## src/rtl/field_scan_array.sv

```systemverilog
// field_scan_array: word store that streams one bit-field per word, one per handshake
module field_scan_array #(
  parameter int WIDTH     = 12,
  parameter int DEPTH     = 4,
  parameter int FIELD_LSB = 4,
  parameter int FIELD_W   = 2,
  parameter int AW        = (DEPTH > 2) ? $clog2(DEPTH) : 1
) (
  input  logic               clk,
  input  logic               rst,
  input  logic               wr_en,
  input  logic [AW-1:0]      wr_addr,
  input  logic [WIDTH-1:0]   wr_data,
  output logic               wr_drop,
  input  logic               start,
  input  logic               dir,
  output logic               busy,
  output logic               out_valid,
  input  logic               out_ready,
  output logic [AW-1:0]      out_idx,
  output logic [FIELD_W-1:0] out_field,
  output logic               done
);
  typedef enum logic [1:0] {IDLE, SCAN, DONE} state_t;
  localparam logic [AW-1:0] LAST = AW'(DEPTH - 1);
  localparam logic [AW-1:0] ONE  = AW'(1);
  state_t           r_state, w_next;
  logic [WIDTH-1:0] r_mem [DEPTH];
  logic [AW-1:0]    r_idx, w_idx;
  logic             r_dir, w_dir, r_drop;
  logic             w_wr_ok, w_term;
  if (DEPTH < 2 || FIELD_LSB + FIELD_W > WIDTH) begin : g_bad_params
    $error("field_scan_array: need DEPTH >= 2 and FIELD_LSB+FIELD_W <= WIDTH");
  end
  assign w_wr_ok = wr_en && r_state == IDLE && {1'b0, wr_addr} < (AW+1)'(DEPTH);
  // terminal test comes before any step so idx never wraps
  assign w_term  = r_dir ? r_idx == '0 : r_idx == LAST;
  always_comb begin
    w_next = r_state;
    w_idx  = r_idx;
    w_dir  = r_dir;
    case (r_state)
      IDLE: if (start) begin
        w_next = SCAN;
        w_dir  = dir;
        w_idx  = dir ? LAST : '0;
      end
      SCAN: if (out_ready) begin
        w_next = w_term ? DONE : SCAN;
        w_idx  = w_term ? r_idx : (r_dir ? r_idx - ONE : r_idx + ONE);
      end
      default: w_next = IDLE;
    endcase
  end
  always_ff @(posedge clk or posedge rst)
    if (rst) begin
      r_state <= IDLE;
      r_idx   <= '0;
      r_dir   <= 1'b0;
      r_drop  <= 1'b0;
      for (int i = 0; i < DEPTH; i++) r_mem[i] <= '0;
    end else begin
      r_state <= w_next;
      r_idx   <= w_idx;
      r_dir   <= w_dir;
      r_drop  <= wr_en && !w_wr_ok;
      if (w_wr_ok) r_mem[wr_addr] <= wr_data;
    end
  assign wr_drop   = r_drop;
  assign busy      = r_state != IDLE;
  assign out_valid = r_state == SCAN;
  assign done      = r_state == DONE;
  assign out_idx   = r_idx;
  assign out_field = r_mem[r_idx][FIELD_LSB +: FIELD_W];
endmodule

```

## config.mk

```make
export PLATFORM = sky130hd
export DESIGN_NAME = field_scan_array
export DESIGN_NICKNAME = d
export VERILOG_FILES = /design/src/rtl/field_scan_array.sv
export SDC_FILE = /design/constraint.sdc
export NUM_CORES = 1
export LEC_CHECK = 0
export ABC_AREA = 0
export CAP_MARGIN = 10
export CORE_UTILIZATION = 47
export CTS_BUF_LIST = sky130_fd_sc_hd__clkbuf_8
export DETAILED_ROUTE_END_ITERATION = 6
export GPL_ROUTABILITY_DRIVEN = 0
export PLACE_DENSITY_LB_ADDON = 0.08
export SLEW_MARGIN = 15
export SYNTH_ARGS = -nofsm -noshare
export SYNTH_HDL_FRONTEND = slang
export SYNTH_SLANG_ARGS = --single-unit
```

## constraint.sdc

```tcl
create_clock -name clk -period 2.5 [get_ports clk]
set_clock_uncertainty 0.05 [all_clocks]
set_input_delay 0.5 -clock clk [delete_from_list [all_inputs] [get_ports clk]]
set_output_delay 0.5 -clock clk [all_outputs]
set_load 0.01 [all_outputs]
```

Word level (Yosys, flattened, before mapping)
Index checks and enable logic that the tools add are counted.
{"block": "classes", "add_sub_neg": 2, "n_mul": 0, "n_div": 0, "order_cmp": 3, "n_eq_ne": 6, "shifts": 0, "n_mux": 17, "bitwise": 2, "reduce_logical": 11}
{"cell": "48-bit bitwise mux", "n": 1}
{"cell": "12-bit binary-select mux with 2-bit select", "n": 1}
{"cell": "12-bit demux with 2-bit select", "n": 1}
{"cell": "2-bit two-way mux", "n": 8}
{"cell": "12-bit two-way mux", "n": 1}
{"cell": "6-bit two-way mux", "n": 2}
{"cell": "2-bit case mux with 2 select lines", "n": 2}
{"cell": "3-bit greater-or-equal comparator, second input constant", "n": 2}
{"cell": "2-bit inverter with 3-bit output", "n": 2}
{"cell": "2-bit == test, second input constant", "n": 2}
{"cell": "2-bit zero test", "n": 2}
{"cell": "2-bit != test, second input constant", "n": 2}
{"cell": "2-bit AND reduction", "n": 2}
{"cell": "4-bit AND reduction", "n": 1}
{"cell": "2-bit nonzero test", "n": 2}
{"cell": "1-bit logical AND", "n": 3}
{"cell": "3-bit by 1-bit less-than comparator with 1-bit output, second input constant", "n": 1}
{"cell": "2-bit by 1-bit adder with 2-bit output, second input constant", "n": 1}
{"cell": "2-bit by 1-bit == test with 1-bit output, second input constant", "n": 1}
{"cell": "2-bit by 1-bit != test with 1-bit output, second input constant", "n": 1}
{"cell": "2-bit by 1-bit subtractor with 2-bit output, second input constant", "n": 1}
{"cell": "1-bit zero test", "n": 1}
{"cell": "1-bit two-way mux", "n": 1}
{"block": "word_totals", "ff_bits": 54, "latchBits": 0, "ram_bits": 0, "romBits": 0, "input_bits": 20, "out_inout_bits": 8, "elab_cells": 49, "mem_count": 0}

Logic depth before layout (Yosys ltp)
{"block": "logic_depth", "word_depth": 6, "ltp_mapped": 3, "ltp_nobuf": 3}

Worst setup path before layout
No wires, ideal clock.
{"block": "synth_timing", "kind": "reg2out", "startpoint": "register r_idx[0], in the netlist out_idx[0]", "endpoint": "output port out_field[1]", "arrival_ps": 1091, "required_ps": 1950, "slack_ps": 859, "stages_incl_launch_ff": 3, "path_buffers": 1, "cell_sequence": "dfrtp_1 buf_2 mux4_2"}
{"block": "synth_between", "elab_chain_len": 4}
{"item": "start: declaration", "line": "29", "text": "logic [AW-1:0] r_idx, w_idx;"}
{"item": "start signal: assignment", "line": "64", "text": "r_idx <= w_idx;"}
{"item": "2-bit inverter with 3-bit output (implied by the code)", "line": "74", "text": "assign out_field = r_mem[r_idx][FIELD_LSB +: FIELD_W];"}
{"item": "12-bit binary-select mux with 2-bit select", "line": "74"}
{"item": "6-bit two-way mux (implied by the code) (2 in a row)", "line": "74"}
{"item": "end: declaration", "line": "21", "text": "output logic [FIELD_W-1:0] out_field,"}
Every way passes these cells. The select of a mux whose other input is x is not followed.

Worst setup path after layout
Same ends and word-level chain as after synthesis.

==> out/results.txt <==
status: finished clean
Finished Cell Area: 942 µm²
antenna fix cells: 0
main area contributors after synthesis: dfrtp_1, mux2_4, mux2_2
Critical Path RT: 1950 ps
Distinct cells, synth: 23
Min Hold Slack: 453 ps
Detailed Place HPWL: 1.01 mm
standard-cell rows: 13
Via density: 5.51
fin crit share: 0.931
drt wl/cell: 15.2 µm
post-route insts no fill: 88
hold_sp: r_mem[4]$_DFFE_PP0P_
clock buffer depth: 2
clk sink count: 14
Num CTS Buffers: 3
Seq. cell area: 350 µm²
worst slew pin tran: 530 ps
Pwr Total: 1.15 mW
Setup WS post-layout: 171 ps
clk slew on worst S/H paths: 50 ps
Setup violations, final: 0
Setup Fix Bufs, Post-CTS: 0
Clk pwr share: 0.190
sequential share of the synthesized area: 0.498
yosys synthesis warning count: 0
Routed Wire Length: 1.34 mm
RSZ-0062 raised after global routing: false
R2R Path End: r_mem[40]$_DFFE_PP0P_
Power Internal: 792 µW
P_leak: 0.397 nW
# resized after CTS: 0
Logic pwr share: 0.432
CTS tree: yes
Hold Buf Count CTS: 0
vias in the first global route: 413
fin crit period: 2330 ps
DR DRC count: 0
die width: 40.7 µm
hold depth: 1
Synth area leader: dfrtp_1
Hold EP: r_mem[4]$_DFFE_PP0P_
first-iteration detailed-routing DRC count: 12
Max-slew headroom: 0.646
Post-Syn Area: 703 µm²
r2r startpoint: r_state[0]$_DFFE_PP0P_
commonest non-fill, non-tap cell in the layout: clkdlybuf4s50_1
WP data arrival: 1780 ps
Final ANT Viol Nets: 0
largest net degree at the start of global routing: 15
dpl ws: 432 ps
nets@finish: 94
synthesis-stage register bit count: 14
initial antenna violation count: 0
placed cell count: 84
crit path max fanout: 8
CP Capture Type: output pin
global-route wire length before repair: 2.01 mm
HP Class: reg2reg
sequential share of power: 0.378
final design utilization: 0.698
number of fill cells: 102
Clk Tree Root Cell: clkbuf_8
depth of the worst register-to-register path: 3
TNS Setup: 0 ps
Final Max Slew Viols: 0
Starting Density: 0.521
flop2flop setup slack: 1100 ps
Psw: 355 µW
layout cells sized above 1: 0.274
post-synth top area share: 0.498
syn nets: 73
Die Ht: 40.7 µm
Avg Cell Area, Syn: 13.3 µm²
Switching Share: 0.309
Peak VDD IR: 0.630 mV
Worst setup SP type: register
most frequent cells in the layout: clkdlybuf4s50_1, dfrtp_1
Buffers on Ports: 17
I/O Pins: 28
Final Hold Fails: 0
post-synthesis cell count: 53
Skew-Pair Late Insertion Delay: 240 ps
Worst Setup Path Type: reg2out
Multi-input gate area: 333 µm²
total iterations of the first detailed-routing run: 3
P&R area growth vs syn: 34.0%
GR Util All Layers: 0.207
PwrDens: 1220 nW/µm²
Max Cap Viol: 0
H-tree levels: 1
Placed Area: 887 µm²
routed vias: 485
GR Overflow Total: 0
CORE AREA: 1350 µm²
Max Clk Rate: 429 MHz
Die Footprint: 1650 µm²
-- flip-flops by register name, indices dropped and copies added (netlist names) --
name	cells
out_idx	2
r_state	2
r_dir	1
wr_drop	1
r_mem	8
-- cell families (layout without fill, tap and decap cells) --
group | Yosys count | in the layout | synth area share
compound gates | 6 | 6 | 0.0694
buf+inv | 5 | 25 | 0.0285
flops | 14 | 14 | 0.498
simple gates | 17 | 17 | 0.176
mux | 11 | 11 | 0.228
-- critical path, stage by stage (launching register included) --
cell and delay (ps):
dfrtp_1 510, mux4_2 540, clkdlybuf4s50_1 490
-- routing by layer --
metal / track usage / part of all wire / up-vias
met1: 0.282 / 0.53 / 236
met4: 0.100 / 0 / 0
met5: 0 / 0 / -
met3: 0.125 / 0.065 / 0
met2: 0.254 / 0.41 / 14
li1: - / - / 235
-- worst max-delay path by stage --
stage	slack, ps	from	endpoint
floorplan	860	out_idx[0]$_DFFE_PP0P_	out_field[1]
global placement	440	out_idx[0]$_DFFE_PP0P_	out_field[1]
detailed placement	430	out_idx[0]$_DFFE_PP0P_	out_field[1]
CTS	160	out_idx[0]$_DFFE_PP0P_	out_field[1]
global route	120	out_idx[0]$_DFFE_PP0P_	out_field[1]
finish	170	out_idx[0]$_DFFE_PP0P_	out_field[1]
-- power by group through the flow --
stage	registers [mW]	clock network (mW)	logic, mW
after detailed placement	0.438	0	0.496
after global routing	0.446	0.238	0.543
final	0.434	0.217	0.495
after global placement	0.433	0	0.489
after floorplan	0.407	0	0.317
after CTS	0.433	0.227	0.498
-- synthesized netlist by cell type (all sizes together) --
cell type	instances
and2b	1
o311ai	2
nand2	4
mux4	2
buf	1
nand3	1
o221a	1
nand3b	1
dfrtp	14
inv	4
and4bb	1
and4b	1
nor2	3
or3b	1
nor2b	2
a21oi	1
mux2	8
mux2i	1
nand4b	1
nand4	1
o211ai	2
-- area by class of cell --
cell class              instances  area share
well taps                      15      0.0199
repair buffers                 17       0.181
inverters                       4      0.0159
clock buffers                   4      0.0584
multi-input cells              34       0.353
flip-flops and latches         14       0.372
Power figures use the tool's default switching activity.
